<file path="config.mk">
export PLATFORM = sky130hd
export DESIGN_NAME = uart_host_sequencer_flat
export DESIGN_NICKNAME = d
export VERILOG_FILES = /design/src/rtl/uart_host_sequencer_if.sv /design/src/rtl/uart_host_sequencer.sv /design/src/flat_wrapper.sv
export SDC_FILE = /design/constraint.sdc
export NUM_CORES = 1
export LEC_CHECK = 0
export BUFFER_PORTS_ARGS = -buffer_cell sky130_fd_sc_hd__buf_2
export CAP_MARGIN = 0
export CORE_ASPECT_RATIO = 0.7
export CORE_MARGIN = 2
export CORE_UTILIZATION = 51
export CTS_CLUSTER_DIAMETER = 150
export CTS_CLUSTER_SIZE = 20
export DETAILED_ROUTE_END_ITERATION = 10
export PLACE_DENSITY = 0.94
export SYNTH_ARGS = -nofsm -noshare
export SYNTH_HDL_FRONTEND = slang
export SYNTH_SLANG_ARGS = --single-unit
export TNS_END_PERCENT = 20
</file>
<file path="constraint.sdc">
create_clock -name clk -period 2.59 [get_ports clk]
set_clock_uncertainty 0.1 [all_clocks]
set_input_delay 0.259 -clock clk [delete_from_list [all_inputs] [get_ports clk]]
set_output_delay 0.259 -clock clk [all_outputs]
set_load 0.02 [all_outputs]
</file>
<file path="src/rtl/uart_host_sequencer_if.sv">
// uart_host_sequencer_if: host-side handshake bundle of the UART host sequencer.
interface uart_host_sequencer_if;
    logic       wr_valid;
    logic [7:0] wr_data;
    logic       wr_ready;
    logic       wr_drop;
    logic       rd_req;
    logic       rd_valid;
    logic [7:0] rd_data;
    logic       rd_empty;
    logic       clr_req;
    logic       clr_done;
    logic [1:0] rate_sel;
    logic       busy;

    modport master (
        output wr_valid, wr_data, rd_req, clr_req, rate_sel,
        input  wr_ready, wr_drop, rd_valid, rd_data, rd_empty, clr_done, busy
    );

    modport slave (
        input  wr_valid, wr_data, rd_req, clr_req, rate_sel,
        output wr_ready, wr_drop, rd_valid, rd_data, rd_empty, clr_done, busy
    );
endinterface

</file>
<file path="src/rtl/uart_host_sequencer.sv">
// uart_host_sequencer: turns host write/read/clear requests into the UART wrapper's
// pulse-then-idle control[3:2] protocol; define UART_SEQ_WR_FIFO_EN for a write skid FIFO.
module uart_host_sequencer #(
    parameter int ACT_CYCLES = 1,
    parameter int GAP_CYCLES = 2,
    parameter int WR_DEPTH   = 4
) (
    input  logic                 clk,
    input  logic                 nReset,
    uart_host_sequencer_if.slave host,
    output logic [3:0]           control,
    output logic [7:0]           tx_data,
    input  logic [7:0]           rx_data
);
    localparam int MAX_CYC = ACT_CYCLES > GAP_CYCLES ? ACT_CYCLES : GAP_CYCLES;
    localparam int CW = $clog2(MAX_CYC + 1);
    localparam logic [1:0] CODE_WR = 2'b01, CODE_RD = 2'b10, CODE_CLR = 2'b11;

    typedef enum logic [2:0] {IDLE, CMD, RGAP, CAPT, GAP} state_t;

    state_t        state, state_nx;
    logic [CW-1:0] cnt, cnt_nx;
    logic [1:0]    code, code_nx, rate;
    logic          last, take_wr, wq_valid, drop;
    logic [7:0]    wq_data, rd_data;
    logic          rd_valid, rd_empty, wr_drop;

    assign last    = cnt == '0;
    assign take_wr = state == IDLE && !host.clr_req && !host.rd_req && wq_valid;

`ifdef UART_SEQ_WR_FIFO_EN
    localparam int AW = $clog2(WR_DEPTH);

    logic [7:0]  mem [WR_DEPTH];
    logic [AW:0] wptr, rptr;
    logic        full, push, flush;

    assign full          = (wptr ^ rptr) == {1'b1, {AW{1'b0}}};
    assign host.wr_ready = nReset && !full;
    assign push          = host.wr_valid && host.wr_ready && host.wr_data != 8'h00;
    assign drop          = host.wr_valid && host.wr_ready && host.wr_data == 8'h00;
    assign flush         = state == IDLE && host.clr_req;
    assign wq_valid      = wptr != rptr;
    assign wq_data       = mem[rptr[AW-1:0]];

    // skid FIFO pointers; a clear discards queued bytes but keeps one pushed on the same edge
    always_ff @(posedge clk or negedge nReset) begin
        if (!nReset) begin
            wptr <= '0;
            rptr <= '0;
        end else begin
            wptr <= wptr + {{AW{1'b0}}, push};
            rptr <= flush ? wptr : rptr + {{AW{1'b0}}, take_wr};
        end
    end

    // skid FIFO storage
    always_ff @(posedge clk) begin
        if (push) mem[wptr[AW-1:0]] <= host.wr_data;
    end
`else
    logic unused_depth;

    assign unused_depth  = ^WR_DEPTH;
    assign host.wr_ready = nReset && state == IDLE && !host.clr_req && !host.rd_req;
    assign wq_valid      = host.wr_valid && host.wr_data != 8'h00;
    assign wq_data       = host.wr_data;
    assign drop          = host.wr_valid && host.wr_ready && host.wr_data == 8'h00;
`endif

    // state, phase counter and latched command code
    always_ff @(posedge clk or negedge nReset) begin
        if (!nReset) begin
            state <= IDLE;
            cnt   <= '0;
            code  <= 2'b00;
        end else begin
            state <= state_nx;
            cnt   <= cnt_nx;
            code  <= code_nx;
        end
    end

    // sequencing: arbitrate in IDLE, then walk code, read capture window and idle gap
    always_comb begin
        state_nx = state;
        cnt_nx   = last ? '0 : cnt - CW'(1);
        code_nx  = code;
        case (state)
            IDLE: begin
                if (host.clr_req || host.rd_req || wq_valid) begin
                    state_nx = CMD;
                    cnt_nx   = CW'(ACT_CYCLES - 1);
                    code_nx  = host.clr_req ? CODE_CLR : host.rd_req ? CODE_RD : CODE_WR;
                end
            end
            CMD: begin
                if (last) begin
                    state_nx = code == CODE_RD ? RGAP : GAP;
                    cnt_nx   = code == CODE_RD ? CW'(1) : CW'(GAP_CYCLES - 1);
                end
            end
            RGAP: begin
                if (last) begin
                    state_nx = CAPT;
                    cnt_nx   = '0;
                end
            end
            CAPT: begin
                state_nx = GAP;
                cnt_nx   = CW'(GAP_CYCLES - 1);
            end
            GAP: begin
                if (last) state_nx = IDLE;
            end
            default: state_nx = IDLE;
        endcase
    end

    // wrapper-facing data, rate forwarding and host result pulses
    always_ff @(posedge clk or negedge nReset) begin
        if (!nReset) begin
            rate     <= 2'b00;
            tx_data  <= 8'h00;
            rd_data  <= 8'h00;
            rd_empty <= 1'b0;
            rd_valid <= 1'b0;
            wr_drop  <= 1'b0;
        end else begin
            rate     <= host.rate_sel;
            tx_data  <= take_wr ? wq_data : state_nx == IDLE ? 8'h00 : tx_data;
            rd_valid <= state == CAPT;
            wr_drop  <= drop;
            if (state == CAPT) begin
                rd_data  <= rx_data;
                rd_empty <= rx_data == 8'h00;
            end
        end
    end

    assign control       = {state == CMD ? code : 2'b00, rate};
    assign host.busy     = state != IDLE;
    assign host.clr_done = state == GAP && last && code == CODE_CLR;
    assign host.rd_valid = rd_valid;
    assign host.rd_data  = rd_data;
    assign host.rd_empty = rd_empty;
    assign host.wr_drop  = wr_drop;
endmodule

</file>
<file path="src/flat_wrapper.sv">
// flat-port wrapper written by rule: the top's interface ports become plain ports
module uart_host_sequencer_flat 
#(
    parameter int ACT_CYCLES = 1,
    parameter int GAP_CYCLES = 2,
    parameter int WR_DEPTH   = 4
)
  (clk, nReset, control, tx_data, rx_data, host_wr_valid, host_wr_data, host_rd_req, host_clr_req, host_rate_sel, host_wr_ready, host_wr_drop, host_rd_valid, host_rd_data, host_rd_empty, host_clr_done, host_busy);
  uart_host_sequencer_if host_i ();
  input  logic clk;
  input  logic nReset;
  output logic [3:0] control;
  output logic [7:0] tx_data;
  input  logic [7:0] rx_data;
  input wire logic [$bits(host_i.wr_valid)-1:0] host_wr_valid;
  input wire logic [$bits(host_i.wr_data)-1:0] host_wr_data;
  input wire logic [$bits(host_i.rd_req)-1:0] host_rd_req;
  input wire logic [$bits(host_i.clr_req)-1:0] host_clr_req;
  input wire logic [$bits(host_i.rate_sel)-1:0] host_rate_sel;
  output wire logic [$bits(host_i.wr_ready)-1:0] host_wr_ready;
  output wire logic [$bits(host_i.wr_drop)-1:0] host_wr_drop;
  output wire logic [$bits(host_i.rd_valid)-1:0] host_rd_valid;
  output wire logic [$bits(host_i.rd_data)-1:0] host_rd_data;
  output wire logic [$bits(host_i.rd_empty)-1:0] host_rd_empty;
  output wire logic [$bits(host_i.clr_done)-1:0] host_clr_done;
  output wire logic [$bits(host_i.busy)-1:0] host_busy;
  assign host_i.wr_valid = host_wr_valid;
  assign host_i.wr_data = host_wr_data;
  assign host_i.rd_req = host_rd_req;
  assign host_i.clr_req = host_clr_req;
  assign host_i.rate_sel = host_rate_sel;
  assign host_wr_ready = host_i.wr_ready;
  assign host_wr_drop = host_i.wr_drop;
  assign host_rd_valid = host_i.rd_valid;
  assign host_rd_data = host_i.rd_data;
  assign host_rd_empty = host_i.rd_empty;
  assign host_clr_done = host_i.clr_done;
  assign host_busy = host_i.busy;
  uart_host_sequencer #(.ACT_CYCLES(ACT_CYCLES), .GAP_CYCLES(GAP_CYCLES), .WR_DEPTH(WR_DEPTH)) u_core (.clk(clk), .nReset(nReset), .host(host_i), .control(control), .tx_data(tx_data), .rx_data(rx_data));
endmodule
</file>
==> metrics <==
outcome=finished clean; CTS Hold Buffers Added=3; most frequent cells in the layout=48 x buf_2, 28 x dfrtp_1, 21 x inv_1, 9 x mux2_2, 9 x o32ai_1; Routed Antenna Nets=0; CTS Root Cell=clkbuf_4; critical path peak fanout=11; fillers=188; first-pass GRT wire length=4.52 mm; Vias=1041; crit-path max cell delay=0.54 ns; Cell Chain, Critical Path=nor3_4 -> and3_1 -> buf_2; GPL Wtd Cong=0.865; Setup CP Type=reg2out; clock slew at reported path FFs=0.14 ns; Post-Syn Nets=138; CTS sink cnt=28; Arr. time, crit path=1.56 ns; final worst slack=0.676 ns; largest net degree at the start of global routing=29; Max transition margin=0.669; Initial Util=0.530; final period utilization=0.739; FF/Latch Area=701 sq um; Die Width=64.2 um; Psw=0.000706 W; FP Rows=15; crit start category=flip-flop; switch share=0.401; setup violators final=0; Post-CTS Setup Inserts=0; sequential share of the synthesized area=0.542; Syn-to-layout area delta=27.3%; clock network power share=0.158; Cell Area, Synth=1290 sq um; Hold Crit Class=in2reg; HPWL Detailed=2.12 mm; DR WL/cell=13.8 um; layout cell share with drive strength beyond 1=0.407; family with the most delay on the worst path=flip-flops; Critical-path top delay cell=dfrtp_1; htree depth=1; Max Fclk=522 MHz; maximum vdd drop=0.727 mV; Synth Register Bits=28; top_reg_cell synth=dfrtp_1; CTS tree=yes; post-cts sizing count=0; post-synth cell types=31; remaining global-route overflow=0; Iter 0 DRT Violations=40; cell leakage power=0.849 nW; internal power=0.00106 W; number of global-route vias before repair=979; DP Area=1560 sq um; most common cell after layout, fill and taps aside=buf_2; Tmin final=1.91 ns; DIE AREA=2960 sq um; WP buf/inv=1; IO Port Bufs=48; WP data required=2.23 ns; Synth area leaders=dfrtp_1 54%, mux2_2 7.8%, inv_1 6.1%; detailed-router iteration count before antenna repair=4; GRT Total Usage=0.205; drt total wl=2.78 mm; number of flops mapped to enable cells by yosys=0; initial antenna violation count=0; sequential power share=0.408; CP Capture Type=output port; Synth Instances=115; Max Slew Vio Count=0; design area=1650 sq um; Total Nets Final=191; CORE AREA=2440 sq um; Comb power frac=0.434; Multi-input gate area=493 sq um; Final Hold Viols=0; worst slack at placement=0.868 ns; Synthesis Warnings=0; Total Negative Setup Slacks=0 ns; Syn Area/Cell=11.2 sq um; power per cell area=1070 nW/um^2; Clock Path Buffers=2; RSZ-0062 raised after global routing=false; worst-margin pin slew=0.496 ns; Synth async-reset ratio=1.00; Vert. Die Dim=46.1 um; DRC Markers=0; CTS Buf Count=3; share of the synthesized area in the top cell type=0.542; Skew-Pair Late Insertion Delay=0.32 ns; vias per cell=5.18; antenna diode count=0; Top-Level Pins=49; max cap viols=0; cell taking the most area after synthesis=dfrtp_1
## flip-flops by register name, summed over array words and instances (netlist names)
signal                cells
u_core.host.rd_data       8
u_core.tx_data            8
u_core.state              3
u_core.cnt                2
u_core.code               2
u_core.rate               2
u_core.host.rd_empty      1
u_core.host.rd_valid      1
u_core.host.wr_drop       1
## worst paths after layout
path,slack (ns),startpoint,to,cells after the start
setup / recovery,0.68,u_core.state[1],host_wr_ready,3
hold / removal,0.06,host_wr_data[1],u_core.tx_data[1],3
setup reg to reg,0.83,u_core.state[1],u_core.tx_data[0],4
hold reg to reg,0.41,u_core.host.rd_empty,u_core.host.rd_empty,2
max in group asynchronous,1.75,nReset,u_core.rate[1],3
min in group asynchronous,0.39,nReset,u_core.tx_data[4],3
## worst min-delay path, stage by stage
cell,delay (ns)
buf_2,0.11
inv_1,0.04
o32ai_1,0.05
## routing by layer
layer  wire length, um  track usage  vias to the layer above
li1                  -            -                      512
met1              1260        0.278                      475
met2              1260        0.342                       50
met3               220       0.0489                        4
met4                34       0.0511                        0
met5                 0            0                        -
## power groups by stage
stage                     combinational (W)  clock [W]  sequential [W]
after CTS                          0.000773   0.000286        0.000718
after global placement             0.000742          0        0.000714
after detailed placement           0.000760          0        0.000726
after global routing               0.000827   0.000311        0.000741
after floorplan                    0.000419          0        0.000822
final                              0.000765   0.000279        0.000719
## stage by stage
| step | cells | power [W] | utilization | hold WS [ns] |
|---|---|---|---|---|
| 2_1_floorplan | 115 | 0.00124 | - | -0.137 |
| 3_3_place_gp | 194 | 0.00146 | 0.641 | 0.216 |
| 3_5_place_dp | 194 | 0.00149 | 0.641 | 0.225 |
| 4_1_cts | 201 | 0.00178 | 0.674 | 0.0617 |
| 5_1_grt | 201 | 0.00188 | 0.674 | 0.0431 |
| 6_report | 201 | 0.00176 | 0.674 | 0.0645 |
## area by class of cell
cell class	instances	area share
Clock buffer	3	0.0137
Clock inverter	1	0.0183
Inverter	21	0.0479
Multi-Input combinational cell	62	0.300
Sequential cell	28	0.426
Tap cell	34	0.0259
Timing Repair Buffer	52	0.169
## Yosys cell counts (2+ instances only)
cell       n
nor2b_1    3
dfrtp_1   28
nor2_1     8
and3_1     4
or4_4      2
nor4_1     2
inv_1     21
nand2_1    4
o32ai_1    9
mux2_2     9
buf_2      4
nand2b_1   2
## logic make-up after synthesis
group	synth area share
DFF	0.542
AOI/OAI and AO/OA	0.155
and+or+nand+nor	0.148
muxes	0.0784
buffers and inverters	0.0765
Note: power is estimated with default switching activity, not from simulation.
